--- config.mk ---
export PLATFORM = sky130hd
export DESIGN_NAME = relu_stream
export DESIGN_NICKNAME = d
export VERILOG_FILES = /design/src/rtl/relu_pkg.sv /design/src/rtl/relu_requant.sv /design/src/rtl/relu_stream.sv
export SDC_FILE = /design/constraint.sdc
export NUM_CORES = 1
export LEC_CHECK = 0
export CAP_MARGIN = 0
export CORE_AREA = 2 2 415 417
export CTS_CLUSTER_DIAMETER = 30
export DETAILED_ROUTE_END_ITERATION = 8
export DIE_AREA = 0 0 417 419
export DONT_BUFFER_PORTS = 1
export GPL_TIMING_DRIVEN = 0
export PLACE_DENSITY = 0.44
export RECOVER_POWER = 50
export SYNTH_ARGS = -nofsm -noshare
export SYNTH_HDL_FRONTEND = slang
export SYNTH_HIERARCHICAL = 1
export SYNTH_SLANG_ARGS = --single-unit
--- constraint.sdc ---
create_clock -name clk -period 313.8 [get_ports clk]
set_clock_uncertainty 0.05 [all_clocks]
set_input_delay 78.45 -clock clk [delete_from_list [all_inputs] [get_ports clk]]
set_output_delay 78.45 -clock clk [all_outputs]
set_load 0.05 [all_outputs]
--- src/rtl/relu_pkg.sv ---
// Shared definitions for the ReLU output streamer: FSM states, the bias token
// value and the channel-index width helper.
package relu_pkg;

  typedef enum logic [1:0] {
    IDLE,
    STREAM,
    PAD,
    DONE
  } state_t;

  localparam int BIAS_TOKEN = 1;

  // Width of an index that counts 0..n-1; never narrower than one bit.
  function automatic int idx_w(input int n);
    return (n <= 1) ? 1 : $clog2(n);
  endfunction

endpackage

--- src/rtl/relu_requant.sv ---
// Combinational requantiser: arithmetic right shift, ReLU, then saturation to
// the largest positive OUT_W-bit value. The result is zero-extended to OUT_W.
module relu_requant #(
  parameter int DATA_W = 32,
  parameter int OUT_W  = 32,
  parameter int SHIFT  = 0
) (
  input  logic [DATA_W-1:0] i_x,
  output logic [OUT_W-1:0]  o_y
);

  localparam logic signed [DATA_W-1:0] MAX_POS =
    {{(DATA_W-OUT_W+1){1'b0}}, {(OUT_W-1){1'b1}}};

  logic signed [DATA_W-1:0] w_x;

  assign w_x = $signed(i_x) >>> SHIFT;

  // NOTE: o_y gets a default before any branch so no path leaves it unassigned (no latch).
  always_comb begin
    o_y = '0;
    if (w_x > MAX_POS) begin
      o_y = {1'b0, {(OUT_W-1){1'b1}}};
    end else if (w_x > 0) begin
      o_y = w_x[OUT_W-1:0];
    end
  end

endmodule

--- src/rtl/relu_stream.sv ---
// Captures a vector of FC1 results and streams the ReLU-requantised channels
// over a valid/ready port. Define RELU_STREAM_BIAS_PAD_EN to append a bias token.
module relu_stream
  import relu_pkg::*;
#(
  parameter int N_CH   = 32,
  parameter int DATA_W = 32,
  parameter int OUT_W  = 32,
  parameter int SHIFT  = 0
) (
  input  logic                   clk,
  input  logic                   rst,
  input  logic                   start,
  input  logic [N_CH*DATA_W-1:0] in_vec,
  output logic                   busy,
  output logic                   out_valid,
  input  logic                   out_ready,
  output logic [OUT_W-1:0]       out_data,
  output logic                   out_last,
  output logic                   done
);

  localparam int IW = idx_w(N_CH);
  localparam logic [IW-1:0] LAST_IDX = IW'(N_CH - 1);
  localparam logic [IW-1:0] PENULT_IDX = IW'(N_CH - 2);

  state_t            r_state;
  logic [IW-1:0]     r_idx;
  logic              r_out_valid;
  logic              r_out_last;
  logic              r_done;
  logic [DATA_W-1:0] r_ch [N_CH];

  logic [DATA_W-1:0] w_ch;
  logic [OUT_W-1:0]  w_req;
  logic              w_hs;

  assign w_hs = r_out_valid & out_ready;

  // NOTE: the captured channels are never read before a start loads them, so they carry no reset.
  always_ff @(posedge clk) begin
    if (r_state == IDLE && start && !rst) begin
      for (int k = 0; k < N_CH; k++) begin
        r_ch[k] <= in_vec[k*DATA_W +: DATA_W];
      end
    end
  end

  // NOTE: all state is updated with non-blocking assignments so every register sees pre-edge values.
  always_ff @(posedge clk) begin
    if (rst) begin
      r_state     <= IDLE;
      r_idx       <= '0;
      r_out_valid <= 1'b0;
      r_out_last  <= 1'b0;
      r_done      <= 1'b0;
    end else begin
      case (r_state)
        IDLE: begin
          if (start) begin
            r_state     <= STREAM;
            r_idx       <= '0;
            r_out_valid <= 1'b1;
`ifdef RELU_STREAM_BIAS_PAD_EN
            r_out_last  <= 1'b0;
`else
            r_out_last  <= (N_CH == 1);
`endif
          end
        end

        STREAM: begin
          if (w_hs) begin
            if (r_idx == LAST_IDX) begin
`ifdef RELU_STREAM_BIAS_PAD_EN
              r_state    <= PAD;
              r_out_last <= 1'b1;
`else
              r_state     <= DONE;
              r_out_valid <= 1'b0;
              r_out_last  <= 1'b0;
              r_done      <= 1'b1;
`endif
            end else begin
              r_idx <= r_idx + 1'b1;
`ifdef RELU_STREAM_BIAS_PAD_EN
              r_out_last <= 1'b0;
`else
              r_out_last <= (r_idx == PENULT_IDX);
`endif
            end
          end
        end

`ifdef RELU_STREAM_BIAS_PAD_EN
        PAD: begin
          if (w_hs) begin
            r_state     <= DONE;
            r_out_valid <= 1'b0;
            r_out_last  <= 1'b0;
            r_done      <= 1'b1;
          end
        end
`endif

        DONE: begin
          r_state <= IDLE;
          r_idx   <= '0;
          r_done  <= 1'b0;
        end

        default: begin
          r_state     <= IDLE;
          r_idx       <= '0;
          r_out_valid <= 1'b0;
          r_out_last  <= 1'b0;
          r_done      <= 1'b0;
        end
      endcase
    end
  end

  assign w_ch = r_ch[r_idx];

  relu_requant #(
    .DATA_W (DATA_W),
    .OUT_W  (OUT_W),
    .SHIFT  (SHIFT)
  ) u_requant (
    .i_x (w_ch),
    .o_y (w_req)
  );

  // The word is a function of registered state only; it reads zero whenever nothing is offered.
  always_comb begin
    out_data = '0;
    if (r_out_valid) begin
      out_data = (r_state == PAD) ? OUT_W'(BIAS_TOKEN) : w_req;
    end
  end

  assign busy      = (r_state != IDLE);
  assign out_valid = r_out_valid;
  assign out_last  = r_out_last;
  assign done      = r_done;

endmodule
==> run metrics, run 1 <==
RSZ-0062 raised after global routing false; Synth cell types 36; Final Wtd Congestion 0.8427; Worst VDD drop 0.006762 mV; synthesis-to-layout area growth 32.82%; Hold Crit Depth 1; Hold EP r_idx[0]$_SDFFE_PP0P_; Critical Path RT 235300 ps; Layout fillers 16680; First DRT Iteration DRCs 2024; buffer count from post-CTS setup fixing 0; WP buf/inv 3; clock share of power 61.7%; CTS Buffer Depth 4; Logic pwr share 2.8%; Slew Limit Fails 0; number of core rows 152; status complete, no violations; NumNets Final 3738; Slew HR 8.544%; Crit. End Element output port; Power Total 458.9 µW; first-pass GRT wire length 215200 µm; Max Clk Rate 0.01198 GHz; gr ovfl total 0; syn avg cell area 17.54 µm²; clock tree from TritonCTS built; Synth Cell Area 40730 µm²; Clock transition at path regs 40 ps; Worst path top cell family by delay buffers and inverters; total CTS buffers 286; initial core utilization 23.88%; Die Y 419 µm; Post-synth EDFFs 1024; cell chain of the critical path nor2_1 > buf_2 > buf_2 > buf_1 > nand2_1 > a31oi_1 > nand3_1 > nor2b_1 > o21a_1; CTS root buf clkbuf_16; CP max-delay cell buf_1; Post-DP Area 44650 µm²; vias in the first global route 24270; Final Util 31.71%; # setup viols final 0; reg2reg path depth 19; critical path's most frequent cell buf_2; Net Sw Power 95.76 µW; Non-Filler Instances 5205; CP arrival 4990 ps; Die ar. 174700 µm²; Synth warnings 6; via count 23770; reg2reg end r_ch[10][3]$_DFFE_PP_; R2R setup slack 309220 ps; Crit path largest cell delay 780 ps; Die X-Extent 417 µm; Top FF cell, synth edfxtp_1; port buffer count 0; syn_nets 3353; clock latency on the worst-skew pair 890 ps; crit-path max FO 10; Clock Sinks 1039; hpwl dp 130700 µm; most frequent cells in the layout edfxtp_1, mux2i_1, clkbuf_16; fin area 54100 µm²; min Tclk post-route 83490 ps; setup_tns 0 ps; flops & latches, synth 1039; Residual DRC 0; CTS H-tree lvls 5; Crit Path Class flip-flop to output port; GRT Total Usage 18.61%; Seq pwr share 35.5%; DR WL/cell 32.56 µm; Critical Path Start Type flip-flop; final hold vios 0; Seq/Total Area, Yosys 76.23%; Async SR Flop Fraction 0%; number of cells after detailed placement 4652; Core ar. 170600 µm²; share of layout cells above drive strength 1 20.86%; Power Dens Cells 8.482 nW/µm²; antenna violations before repair 131; Detailed Routing Iterations Pass 1 5; worst-margin pin slew 1372 ps; leakage 0.01736 µW; sw frac 20.87%; commonest non-fill, non-tap cell in the layout edfxtp_1; cell internal pwr 363.1 µW; Hold Startpoint r_idx[0]$_SDFFE_PP0P_; fin crit share 26.61%; synthesized instance count 2322; CTS resizes 0; DRT antenna net count 0; largest net degree at the start of global routing 17; Hold Crit Class flip-flop to flip-flop; max-cap viol count 0; Hold Buf Count CTS 0; I/O pins 1064; Routed WL 169500 µm; RR Startpoint r_state[0]$_SDFFE_PP0P_; drt via density 4.568
==> power by group through the flow <==
| stage | logic [µW] | registers (µW) | clock network (µW) |
|---|---|---|---|
| after global routing | 13.8 | 163 | 294 |
| after floorplan | 6.75 | 182 | 0 |
| after detailed placement | 13.1 | 165 | 0 |
| final | 12.8 | 163 | 283 |
| after global placement | 11.0 | 192 | 0 |
| after CTS | 13.1 | 163 | 287 |
==> routing by layer <==
layer / GRT usage [%] / wire length (µm) / up-vias
met2: 31.74 / 85440 / 1317
met1: 20.76 / 63120 / 11820
met4: 7.836 / 5937 / 66
met3: 6.983 / 14460 / 426
met5: 0.4168 / 517 / -
li1: - / - / 10140
==> cells by family after synthesis <==
group | count (synthesis) | synth area share (%)
flops | 1039 | 76.23
other cells | 1 | 0.009206
compound gates | 300 | 5.035
simple gates | 327 | 3.913
buf+inv | 138 | 2.098
fa+ha+maj | 3 | 0.09216
xor+xnor | 2 | 0.04301
mux | 512 | 12.58
==> synthesized netlist by cell type (all sizes together), types with 3 or more instances <==
master     n  area [µm²]
nand3     97       485.5
edfxtp  1024       30750
buf       90       666.9
a22o      64       560.5
and2      32       200.2
mux2i    512        5125
or2        3       18.77
a31oi     33       212.7
nand2    100       375.4
a22oi     97       728.2
a21oi     99       495.5
nor2      15       56.30
nor2b     34       212.7
dfxtp     15       300.3
ha         3       37.54
nor3      36       180.2
clkbuf    46       180.2
nand2b     4       25.02
==> area by class of cell <==
cell class | count | area (µm²) | area share (%)
flip-flops and latches | 1039 | 31050 | 57.39
clock buffers | 333 | 7481 | 13.83
well taps | 2233 | 2794 | 5.164
clock inverters | 158 | 1846 | 3.411
diodes | 62 | 155.1 | 0.2868
repair buffers | 97 | 1092 | 2.019
plain buffers | 136 | 849.6 | 1.570
inverters | 2 | 7.507 | 0.01388
multi-input cells | 1145 | 8828 | 16.32
==> metrics by stage <==
stage / setup WS [ps] / hold WS, ps
finish: 230310 / 512.2
detailed placement: 230880 / 490.6
floorplan: 161410 / 458.8
global route: 229960 / 541.7
global placement: 130080 / 496.1
CTS: 229890 / 505.5
==> worst max-delay path by stage <==
stage,from,to,slack (ps),depth (start not counted)
global route,flip-flop,out_data[20],229960,9
CTS,flip-flop,out_data[19],229890,9
finish,flip-flop,out_data[0],230310,9
detailed placement,flip-flop,out_data[19],230880,9
floorplan,rst,out_valid$_SDFFE_PP0P_,161410,2
global placement,rst,out_valid$_SDFFE_PP0P_,130080,2
==> sequential cells by signal (all words and copies together), names as in the netlist, named ones only <==
| register | cells |
|---|---|
| r_state | 2 |
| out_valid | 1 |
| r_idx | 5 |
| r_ch | 1024 |
| done | 1 |
| out_last | 1 |
Note: power is estimated with default switching activity, not from simulation.
==> run 2, diff against run 1 <==
- PLACE_DENSITY: 0.44 -> 0.45
- clock period: 313.8 -> 71.7 ns (I/O delays scaled with it)
==> run metrics, run 2 (same netlist as run 1, synthesis figures left out) <==
max reg flops 1024; max-cap viol count 1; CTS Buffer Depth 4; crit-path max FO 10; leakage 0.01734 µW; clock share of power 61.4%; Max Clk Rate 0.04306 GHz; CP max-delay cell a31oi_1; DRT antenna net count 0; Clock transition at path regs 40 ps; cell chain of the critical path nor2_1 > buf_2 > buf_2 > buf_1 > nand2_1 > a31oi_1 > nand3_1 > nor2b_1 > o21a_1; antenna violations before repair 124; drt via density 4.577; number of core rows 152; hold_ws 518.5 ps; DR WL/cell 32.68 µm; Crit path largest cell delay 770 ps; R2R setup slack 66900 ps; I/O pins 1064; final hold vios 0; Reg area 31050 µm²; clock tree from TritonCTS built; CP arrival 5250 ps; CTS resizes 0; status complete, but fails checks; Layout fillers 16550; commonest non-fill, non-tap cell in the layout edfxtp_1; Crit Path Class flip-flop to output port; area of the multi-input gates 8822 µm²; Slew Limit Fails 12; worst setup path end out_data[0]; Crit. End Element output port; Die X-Extent 417 µm; clock latency on the worst-skew pair 880 ps; Worst VDD drop 0.02791 mV; Critical Path Start Type flip-flop; CTS H-tree lvls 5; Seq pwr share 35.6%; Hold Buf Count CTS 0; GRT Total Usage 18.57%; Die ar. 174700 µm²; Die Y 419 µm; share of layout cells above drive strength 1 19.80%; vias in the first global route 24130; initial core utilization 23.88%; first-pass GRT wire length 214200 µm; most flop-heavy register r_ch; Post-DP Area 45020 µm²; critical path's most frequent cell buf_2; cell internal pwr 1590 µW; gr ovfl total 0; CTS root buf clkbuf_16; Routed WL 168500 µm; Logic pwr share 3.0%; Clock Sinks 1039; Hold Crit Class flip-flop to flip-flop; largest registers r_ch: 1024 flops, r_idx: 5 flops, r_state: 2 flops; min Tclk post-route 23220 ps; setup ws final 48480 ps; First DRT Iteration DRCs 2147; Detailed Routing Iterations Pass 1 8; failing checks capacitance limit, slew limit; # setup viols final 0; RSZ-0062 raised after global routing false; reg2reg path depth 13; most frequent cells in the layout edfxtp_1, mux2i_1, clkbuf_16; WP buf/inv 3; buffer count from post-CTS setup fixing 0; Critical Path RT 53730 ps; Power Dens Cells 36.83 nW/µm²; Worst path top cell family by delay buffers and inverters; fin crit share 32.39%; fin area 54340 µm²; Crit path depth 9; sw frac 20.57%; DP Worst Slack 49210 ps; worst-margin pin slew 1782 ps; Slew HR -19.73%; RR Startpoint r_state[0]$_SDFFE_PP0P_; NumNets Final 3694; largest net degree at the start of global routing 24; reg2reg end r_ch[11][27]$_DFFE_PP_; hpwl dp 130200 µm; synthesis-to-layout area growth 33.40%; Core ar. 170600 µm²; total CTS buffers 276; Net Sw Power 411.6 µW; Final Wtd Congestion 0.8456; Residual DRC 0; via count 23600; port buffer count 0
run 2: how the worst min path moves through the flow:
stage	startpoint	depth (start not counted)	slack, ps	endpoint
3_5_place_dp	r_idx[4]$_SDFFE_PP0P_	2	500	r_idx[4]$_SDFFE_PP0P_
3_3_place_gp	r_idx[4]$_SDFFE_PP0P_	2	500	r_idx[4]$_SDFFE_PP0P_
4_1_cts	r_idx[0]$_SDFFE_PP0P_	1	520	flip-flop
5_1_grt	r_idx[0]$_SDFFE_PP0P_	1	530	r_idx[0]$_SDFFE_PP0P_
2_1_floorplan	r_idx[3]$_SDFFE_PP0P_	2	460	flip-flop
6_report	r_idx[3]$_SDFFE_PP0P_	2	520	r_idx[3]$_SDFFE_PP0P_
run 2: worst register-to-register path, stage by stage (launching register included):
cell and delay, ps:
dfxtp_1 290, buf_2 150, nand2b_1 200, nor3_1 1350, clkbuf_1 640, buf_8 290, buf_16 210, buf_16 180
buf_16 170, buf_16 180, buf_16 170, buf_8 210, buf_16 200, buf_16 170
run 2: power groups by stage:
| stage | sequential (µW) | combinational, µW | clock, µW |
|---|---|---|---|
| floorplan | 763 | 29.5 | 0 |
| global placement | 786 | 47.7 | 0 |
| detailed placement | 723 | 60.7 | 0 |
| CTS | 713 | 60.8 | 1250 |
| global route | 714 | 63.5 | 1280 |
| finish | 713 | 59.4 | 1230 |
run 2: cell type report:
class | count | share of cell area (%)
Sequential cell | 1039 | 57.14
Multi-Input combinational cell | 1145 | 16.24
Clock buffer | 316 | 13.34
Tap cell | 2233 | 5.142
Clock inverter | 162 | 3.615
Timing Repair Buffer | 63 | 2.676
Buffer | 136 | 1.561
Antenna cell | 59 | 0.2717
Inverter | 2 | 0.01382
run 2: layer usage:
metal  vias to the layer above  track usage, %  share of wire (%)
li1                      10070               -                  -
met1                     11730           20.16                 36
met2                      1315           32.10                 51
met3                       415           7.204                8.9
met4                        72           7.983                3.5
met5                         -               0               0.28
run 2: through the flow:
stage | setup TNS, ps | util (%) | total power (µW) | cells
after detailed placement | 0 | 26.39 | 783.3 | 4618
after global placement | -4428320 | 25.52 | 833.8 | 4555
final | 0 | 31.85 | 2001 | 5155
after CTS | 0 | 31.79 | 2019 | 5096
after global routing | 0 | 31.82 | 2055 | 5134
after floorplan | 0 | - | 792.0 | 2322
